`config.mk`:
```
export PLATFORM = sky130hd
export DESIGN_NAME = scale_gen_pipe
export DESIGN_NICKNAME = d
export VERILOG_FILES = /design/src/rtl/scale_gen_pipe.sv
export SDC_FILE = /design/constraint.sdc
export NUM_CORES = 2
export LEC_CHECK = 0
export BUFFER_PORTS_ARGS = -buffer_cell sky130_fd_sc_hd__buf_2
export CAP_MARGIN = 25
export CELL_PAD_IN_SITES_DETAIL_PLACEMENT = 1
export CELL_PAD_IN_SITES_GLOBAL_PLACEMENT = 2
export CORE_UTILIZATION = 45
export CTS_BUF_LIST = sky130_fd_sc_hd__clkbuf_8 sky130_fd_sc_hd__clkbuf_16
export DETAILED_ROUTE_END_ITERATION = 8
export PLACE_DENSITY = 0.86
export SLEW_MARGIN = 40
export SYNTH_ARGS = -nofsm -noshare
export SYNTH_HDL_FRONTEND = slang
export SYNTH_SLANG_ARGS = --single-unit
export TNS_END_PERCENT = 5
```
`constraint.sdc`:
```
create_clock -name clk -period 40.3 [get_ports clk]
set_input_delay 2.015 -clock clk [delete_from_list [all_inputs] [get_ports clk]]
set_output_delay 2.015 -clock clk [all_outputs]
set_load 0.01 [all_outputs]
```
`src/rtl/scale_gen_pipe.sv`:
```
// scale_gen_pipe
// Multi-lane, two-stage, stallable scale operand generator for the unary
// div/exp/log paths. Stage 1 decodes each lane (leading-one position, sign
// test, exp table lookup); stage 2 applies the per-mode shift/mux and holds
// the result for the downstream multiplier. The exp table is a register
// file shared by all lanes and can be rewritten at any time.

module scale_gen_pipe #(
    parameter int NUM_CH = 4,
    parameter int MUL_BW = 16,
    parameter int FRA_BW = 10,
    parameter int INT_BW = 6
) (
    input  logic                     clk,
    input  logic                     rst,
    input  logic                     in_valid,
    output logic                     in_ready,
    input  logic [1:0]               mode_i,
    input  logic [NUM_CH*MUL_BW-1:0] x_i,
    input  logic [NUM_CH*MUL_BW-1:0] y_i,
    input  logic                     lut_we,
    input  logic [INT_BW-1:0]        lut_addr,
    input  logic [MUL_BW-1:0]        lut_wdata,
    output logic                     out_valid,
    input  logic                     out_ready,
    output logic [NUM_CH*MUL_BW-1:0] scale_o,
    output logic [NUM_CH-1:0]        dz_o
);

    localparam int LUT_DEPTH = 1 << INT_BW;
    // One extra bit so that p+1 never wraps, whatever MUL_BW is.
    localparam int P_BW = $clog2(MUL_BW) + 1;
    localparam logic [MUL_BW-1:0] LUT_ONE = MUL_BW'(1) << FRA_BW;
    localparam logic [MUL_BW-1:0] MAX_POS = {1'b0, {(MUL_BW-1){1'b1}}};

    typedef enum logic [1:0] {
        MODE_GEMM = 2'b00,
        MODE_DIV  = 2'b01,
        MODE_EXP  = 2'b10,
        MODE_LOG  = 2'b11
    } mode_e;

    // Pipeline control
    logic s1_valid_q, s1_valid_d;
    logic out_valid_q, out_valid_d;
    logic s2_adv, s1_adv, accept;

    // Stage 1 registers
    mode_e              s1_mode_q, s1_mode_d;
    logic [MUL_BW-1:0]  s1_y_q    [NUM_CH];
    logic [MUL_BW-1:0]  s1_y_d    [NUM_CH];
    logic [P_BW-1:0]    s1_p_q    [NUM_CH];
    logic [P_BW-1:0]    s1_p_d    [NUM_CH];
    logic [NUM_CH-1:0]  s1_npos_q, s1_npos_d;
    logic [MUL_BW-1:0]  s1_lut_q  [NUM_CH];
    logic [MUL_BW-1:0]  s1_lut_d  [NUM_CH];

    // Stage 2 registers
    logic [MUL_BW-1:0]  scale_q   [NUM_CH];
    logic [MUL_BW-1:0]  scale_d   [NUM_CH];
    logic [NUM_CH-1:0]  dz_q, dz_d;

    // Exp table
    logic [MUL_BW-1:0]  lut_q     [LUT_DEPTH];
    logic [MUL_BW-1:0]  lut_d     [LUT_DEPTH];

    // Stage 1 combinational lane decode
    logic [MUL_BW-1:0]  x_lane    [NUM_CH];
    logic [INT_BW-1:0]  idx_lane  [NUM_CH];
    logic [P_BW-1:0]    p_lane    [NUM_CH];
    logic [NUM_CH-1:0]  npos_lane;
    logic [MUL_BW-1:0]  lut_rd    [NUM_CH];

    // Stage 2 combinational lane results
    logic [P_BW-1:0]          shamt      [NUM_CH];
    logic signed [MUL_BW-1:0] div_res    [NUM_CH];
    logic [MUL_BW-1:0]        lane_scale [NUM_CH];
    logic [NUM_CH-1:0]        lane_dz;

    // A stage may move when its successor is free or being emptied this cycle.
    always_comb begin
        s2_adv   = ~out_valid_q | out_ready;
        s1_adv   = ~s1_valid_q | s2_adv;
        in_ready = s1_adv;
        accept   = in_valid & s1_adv;
    end

    // Per-lane decode: leading-one position, nonpositive test, table read of the current contents.
    always_comb begin
        npos_lane = '0;
        for (int k = 0; k < NUM_CH; k++) begin
            x_lane[k]   = x_i[k*MUL_BW +: MUL_BW];
            idx_lane[k] = x_lane[k][FRA_BW+INT_BW-1:FRA_BW];
            lut_rd[k]   = lut_q[idx_lane[k]];
            p_lane[k]   = '0;
            for (int i = 0; i < MUL_BW; i++) begin
                if (x_lane[k][i]) begin
                    p_lane[k] = P_BW'(i);
                end
            end
            npos_lane[k] = x_lane[k][MUL_BW-1] | (x_lane[k] == '0);
        end
    end

    // Stage 1 next state: capture a transaction on accept, otherwise hold.
    always_comb begin
        s1_valid_d = s1_valid_q;
        s1_mode_d  = s1_mode_q;
        s1_npos_d  = s1_npos_q;
        for (int k = 0; k < NUM_CH; k++) begin
            s1_y_d[k]   = s1_y_q[k];
            s1_p_d[k]   = s1_p_q[k];
            s1_lut_d[k] = s1_lut_q[k];
        end
        if (s1_adv) begin
            s1_valid_d = in_valid;
        end
        if (accept) begin
            s1_mode_d = mode_e'(mode_i);
            s1_npos_d = npos_lane;
            for (int k = 0; k < NUM_CH; k++) begin
                s1_y_d[k]   = y_i[k*MUL_BW +: MUL_BW];
                s1_p_d[k]   = p_lane[k];
                s1_lut_d[k] = lut_rd[k];
            end
        end
    end

    // Stage 1 register bank.
    always_ff @(posedge clk or posedge rst) begin
        if (rst) begin
            s1_valid_q <= 1'b0;
            s1_mode_q  <= MODE_GEMM;
            s1_npos_q  <= '0;
            for (int k = 0; k < NUM_CH; k++) begin
                s1_y_q[k]   <= '0;
                s1_p_q[k]   <= '0;
                s1_lut_q[k] <= '0;
            end
        end else begin
            s1_valid_q <= s1_valid_d;
            s1_mode_q  <= s1_mode_d;
            s1_npos_q  <= s1_npos_d;
            for (int k = 0; k < NUM_CH; k++) begin
                s1_y_q[k]   <= s1_y_d[k];
                s1_p_q[k]   <= s1_p_d[k];
                s1_lut_q[k] <= s1_lut_d[k];
            end
        end
    end

    // Per-lane result select: div shifts y by one past the leading-one position.
    always_comb begin
        lane_dz = '0;
        for (int k = 0; k < NUM_CH; k++) begin
            shamt[k]      = s1_p_q[k] + P_BW'(1);
            div_res[k]    = $signed(s1_y_q[k]) >>> shamt[k];
            lane_scale[k] = '0;
            unique case (s1_mode_q)
                MODE_GEMM: lane_scale[k] = '0;
                MODE_DIV: begin
                    if (s1_npos_q[k]) begin
                        lane_scale[k] = MAX_POS;
                        lane_dz[k]    = 1'b1;
                    end else begin
                        lane_scale[k] = div_res[k];
                    end
                end
                MODE_EXP:  lane_scale[k] = s1_lut_q[k];
                MODE_LOG:  lane_scale[k] = '1;
            endcase
        end
    end

    // Stage 2 next state: load from stage 1 when advancing, otherwise hold the output.
    always_comb begin
        out_valid_d = out_valid_q;
        dz_d        = dz_q;
        for (int k = 0; k < NUM_CH; k++) begin
            scale_d[k] = scale_q[k];
        end
        if (s2_adv) begin
            out_valid_d = s1_valid_q;
            if (s1_valid_q) begin
                dz_d = lane_dz;
                for (int k = 0; k < NUM_CH; k++) begin
                    scale_d[k] = lane_scale[k];
                end
            end
        end
    end

    // Stage 2 register bank.
    always_ff @(posedge clk or posedge rst) begin
        if (rst) begin
            out_valid_q <= 1'b0;
            dz_q        <= '0;
            for (int k = 0; k < NUM_CH; k++) begin
                scale_q[k] <= '0;
            end
        end else begin
            out_valid_q <= out_valid_d;
            dz_q        <= dz_d;
            for (int k = 0; k < NUM_CH; k++) begin
                scale_q[k] <= scale_d[k];
            end
        end
    end

    // Table write port; a same-edge read in stage 1 still sees the old entry.
    always_comb begin
        lut_d = lut_q;
        if (lut_we) begin
            lut_d[lut_addr] = lut_wdata;
        end
    end

    // Exp table storage, reset to 1.0 in every entry.
    always_ff @(posedge clk or posedge rst) begin
        if (rst) begin
            for (int i = 0; i < LUT_DEPTH; i++) begin
                lut_q[i] <= LUT_ONE;
            end
        end else begin
            for (int i = 0; i < LUT_DEPTH; i++) begin
                lut_q[i] <= lut_d[i];
            end
        end
    end

    // Flatten the lane registers onto the output buses.
    always_comb begin
        scale_o = '0;
        for (int k = 0; k < NUM_CH; k++) begin
            scale_o[k*MUL_BW +: MUL_BW] = scale_q[k];
        end
        dz_o      = dz_q;
        out_valid = out_valid_q;
    end

endmodule

```
==> out/metrics.yaml <==
clock_network:
  cts.reportedPaths.clkPinSlew_ns: 0.06
  clock_latency_ns: 0.86
  clockBufferDepth: 3
  cts_tree: "built"
  cts_htree_levels: 4
  cts_root_buf: "clkbuf_16"
  cts_resized: 0
  numCtsBuffers: 149
  cts.sinks: 1244
  post_cts_buffers: 0
  cts_hold_buf: 0
grt:
  grt-ovfl-total: 0
  antenna_found_initial: 52
  track_usage_pct: 42.3
  grt_max_degree: 156
  grt_pass1_vias: 71150
  grt_pass1_wl_um: 560000
sta:
  fin_tns_setup_ns: 0
  fin_ws_ns: 34.68
  rsz0062_at_grt: "no"
  slew_violations: 0
  skew_ns: 0.0460
  max_slew_margin_pct: 28.5
  worst_pin_slew_ns: 1.07
  setup_viol: 0
  max_freq_ghz: 0.178
  finalHoldViolCount: 0
  min_period_ns: 5.62
  layout_worst_path_cycle_share_pct: 13.9
detailed_routing:
  ant_nets: 0
  vias: 70386
  wl_um: 397000
  wl_per_cell_um: 43.5
  wl_met3_um: 63400
  vias_per_cell: 7.71
  routed.top_layer: "met5"
  drtIter0Drc: 9917
  routed-wl-met2_um: 160000
  dr.pass1.iters: 9
  post-route-drc-count: 0
  wl_met1_um: 135000
synthesis:
  synth_commonest_cells: "dfrtp_1, mux2_2, mux4_2"
  syn_avg_cell_area_sq_um: 12.8
  syn-cell-area_sq_mm: 0.0840
  syn_nets: 6711
  ys_ff_latch: 1244
  async_flop_share_pct: 100
  synth_fa_ha_area_share_pct: 0.0596
  ys_types: 70
  synth-compound-area-share_pct: 8.27
  synthMostInstantiatedCell: "dfrtp_1"
  synth_area_leaders: "dfrtp_1, mux4_2, mux2_2, mux2i_1, nand2_1"
  synth_top_family_by_area: "multiplexers"
  synth_edf_count: 0
  synth_top_area_cell: "dfrtp_1"
  synthMuxAreaShare_pct: 44.9
  synth_xor_area_share_pct: 0.115
  synthFlopType: "dfrtp_1"
  seq_area_frac_synth_pct: 37.1
  synth_top_area_share_pct: 35.1
  syn-instance-count: 6550
  yosys_warnings: 0
  synth-simple-area-share_pct: 5.52
final_layout:
  nets: 6675
  area_growth_pct: 11.6
  ff_latch_area_sq_mm: 0.0312
  num-fill-cells: 18569
  multi_input_area_sq_mm: 0.0501
  drive_gt1_share_pct: 44.4
worst_setup_path:
  crit_slowest_cell: "a211oi_1"
  cp.buffers_inverters: 5
  critPathMaxFanout: 75
  crit_family: "buffers and inverters"
  path_class: "in2reg"
  critPathLaunchType: "input pin"
  r2r-start: "s1_valid_q$_DFFE_PP0N_"
  crit_path_frequent_cell: "buf_4"
  endpoint_kind: "flip-flop"
  worstPathRequired_ns: 41.08
  cp.arrival_ns: 6.40
  startpoint: "x_i[27]"
  max_stage_delay_ns: 0.70
  crit_chain: "buf_8 > buf_4 > buf_4 > buf_12 > mux4_2 > mux2i_1 > o21ai_0 > nor2_1 > a211oi_1 > buf_4 > a221o_1"
pwr:
  p_switching_mw: 1.43
  swShare_pct: 33.7
  p_per_area_mw_per_mm2: 45.2
  power_leakage_nw: 39.9
  clock_power_share_pct: 34.6
  vdd_drop_max_v: 0.0000446
  p_seq_share_pct: 40.0
  p_int_mw: 2.81
  p_comb_share_pct: 25.3
floorplan:
  io-pin-count: 227
  rows: 158
  die-area_sq_mm: 0.188
  chipHeight_um: 434
  initial_utilization_pct: 45.3
  die_x_um: 434
  core_sq_mm: 0.185
place:
  numPortBuffers: 226
  globalplace.congestion: 1.02
  hpwl_um: 256000
  dp_slack_ns: 33.90
flow_run:
  drv_cap: 0
worst_hold_path:
  hold_start: "scale_o[1]$_DFFE_PP0P_"
  hp-class: "reg2reg"
status:
  status: "completed"
## worst min-delay path: stages (launching register included)
cell and delay (ns):
dfrtp_1 0.35, nand2_1 0.05, o31ai_1 0.05
## flip-flops by register name, summed over array words and instances, names as in the netlist
register,count
s1_lut_q,64
s1_y_q,64
dz_o,4
s1_p_q,16
out_valid,1
s1_npos_q,4
s1_mode_q,2
s1_valid_q,1
lut_q,1024
scale_o,64
## layer usage
| metal | vias to the layer above | GRT usage, % |
|---|---|---|
| li1 | 25719 | - |
| met1 | 36405 | 50.7 |
| met2 | 6126 | 57.1 |
| met3 | 2058 | 21.2 |
| met4 | 78 | 33.2 |
| met5 | - | 1.64 |
## logic make-up after synthesis
kind of cell	after synthesis
compound gates	1040
xor+xnor	11
fa+ha+maj	4
buf+inv	701
flops	1244
mux	2507
simple gates	1043
## cell usage in the layout (no fill, tap or decap), drive strengths merged, types with 22 or more instances in the layout
cell | Yosys | routed
and2 | 22 | 22
dfstp | 64 | 64
buf | 308 | 485
dfrtp | 1180 | 1180
o21ai | 150 | 150
mux2 | 1103 | 1103
a22oi | 156 | 156
o221ai | 31 | 31
a31oi | 42 | 42
o22ai | 39 | 39
inv | 22 | 61
nand2 | 500 | 500
and3 | 24 | 24
mux4 | 901 | 901
a211oi | 42 | 42
a21oi | 282 | 282
mux2i | 503 | 503
nand2b | 36 | 36
nor2b | 51 | 51
nor3 | 39 | 39
a221oi | 53 | 53
clkbuf | 367 | 183
o31ai | 33 | 33
nand3 | 90 | 90
o211ai | 48 | 48
clkinv | 4 | 28
nor2 | 214 | 214
## area by class of cell
cell class | instances | share of cell area, %
diodes | 21 | 0.0561
clock buffers | 180 | 4.49
clock inverters | 87 | 1.01
inverters | 26 | 0.113
multi-input cells | 4605 | 53.5
flip-flops and latches | 1244 | 33.3
well taps | 2480 | 3.31
repair buffers | 488 | 4.25
## stage by stage
stage	cell area [sq um]	power, mW	cells	hold slack (ns)	utilization [%]
floorplan	84000	2.32	6550	0.439	-
global placement	87200	2.67	8790	0.458	47.0
detailed placement	88200	2.72	8832	0.481	47.6
CTS	93400	4.18	9099	0.494	50.4
global route	93700	4.33	9115	0.519	50.5
finish	93700	4.24	9131	0.486	50.6
## final timing paths
path | endpoint | slack (ns) | depth (start not counted)
worst max-delay path | s1_lut_q[44]$_DFFE_PP0P_ | 34.68 | 11
worst min-delay path | scale_o[1]$_DFFE_PP0P_ | 0.49 | 2
worst max register to register | s1_lut_q[14]$_DFFE_PP0P_ | 36.73 | 7
worst min register to register | scale_o[1]$_DFFE_PP0P_ | 0.49 | 2
max in group asynchronous | lut_q[804]$_DFFE_PP0P_ | 36.34 | 7
min in group asynchronous | lut_q[741]$_DFFE_PP0P_ | 1.14 | 2
## power by group through the flow
| stage | clock network (mW) | registers [mW] | logic, mW |
|---|---|---|---|
| floorplan | 0 | 1.59 | 0.729 |
| global placement | 0 | 1.67 | 0.994 |
| detailed placement | 0 | 1.70 | 1.03 |
| CTS | 1.46 | 1.68 | 1.04 |
| global route | 1.51 | 1.71 | 1.11 |
| finish | 1.47 | 1.70 | 1.07 |
Power figures use the tool's default switching activity.
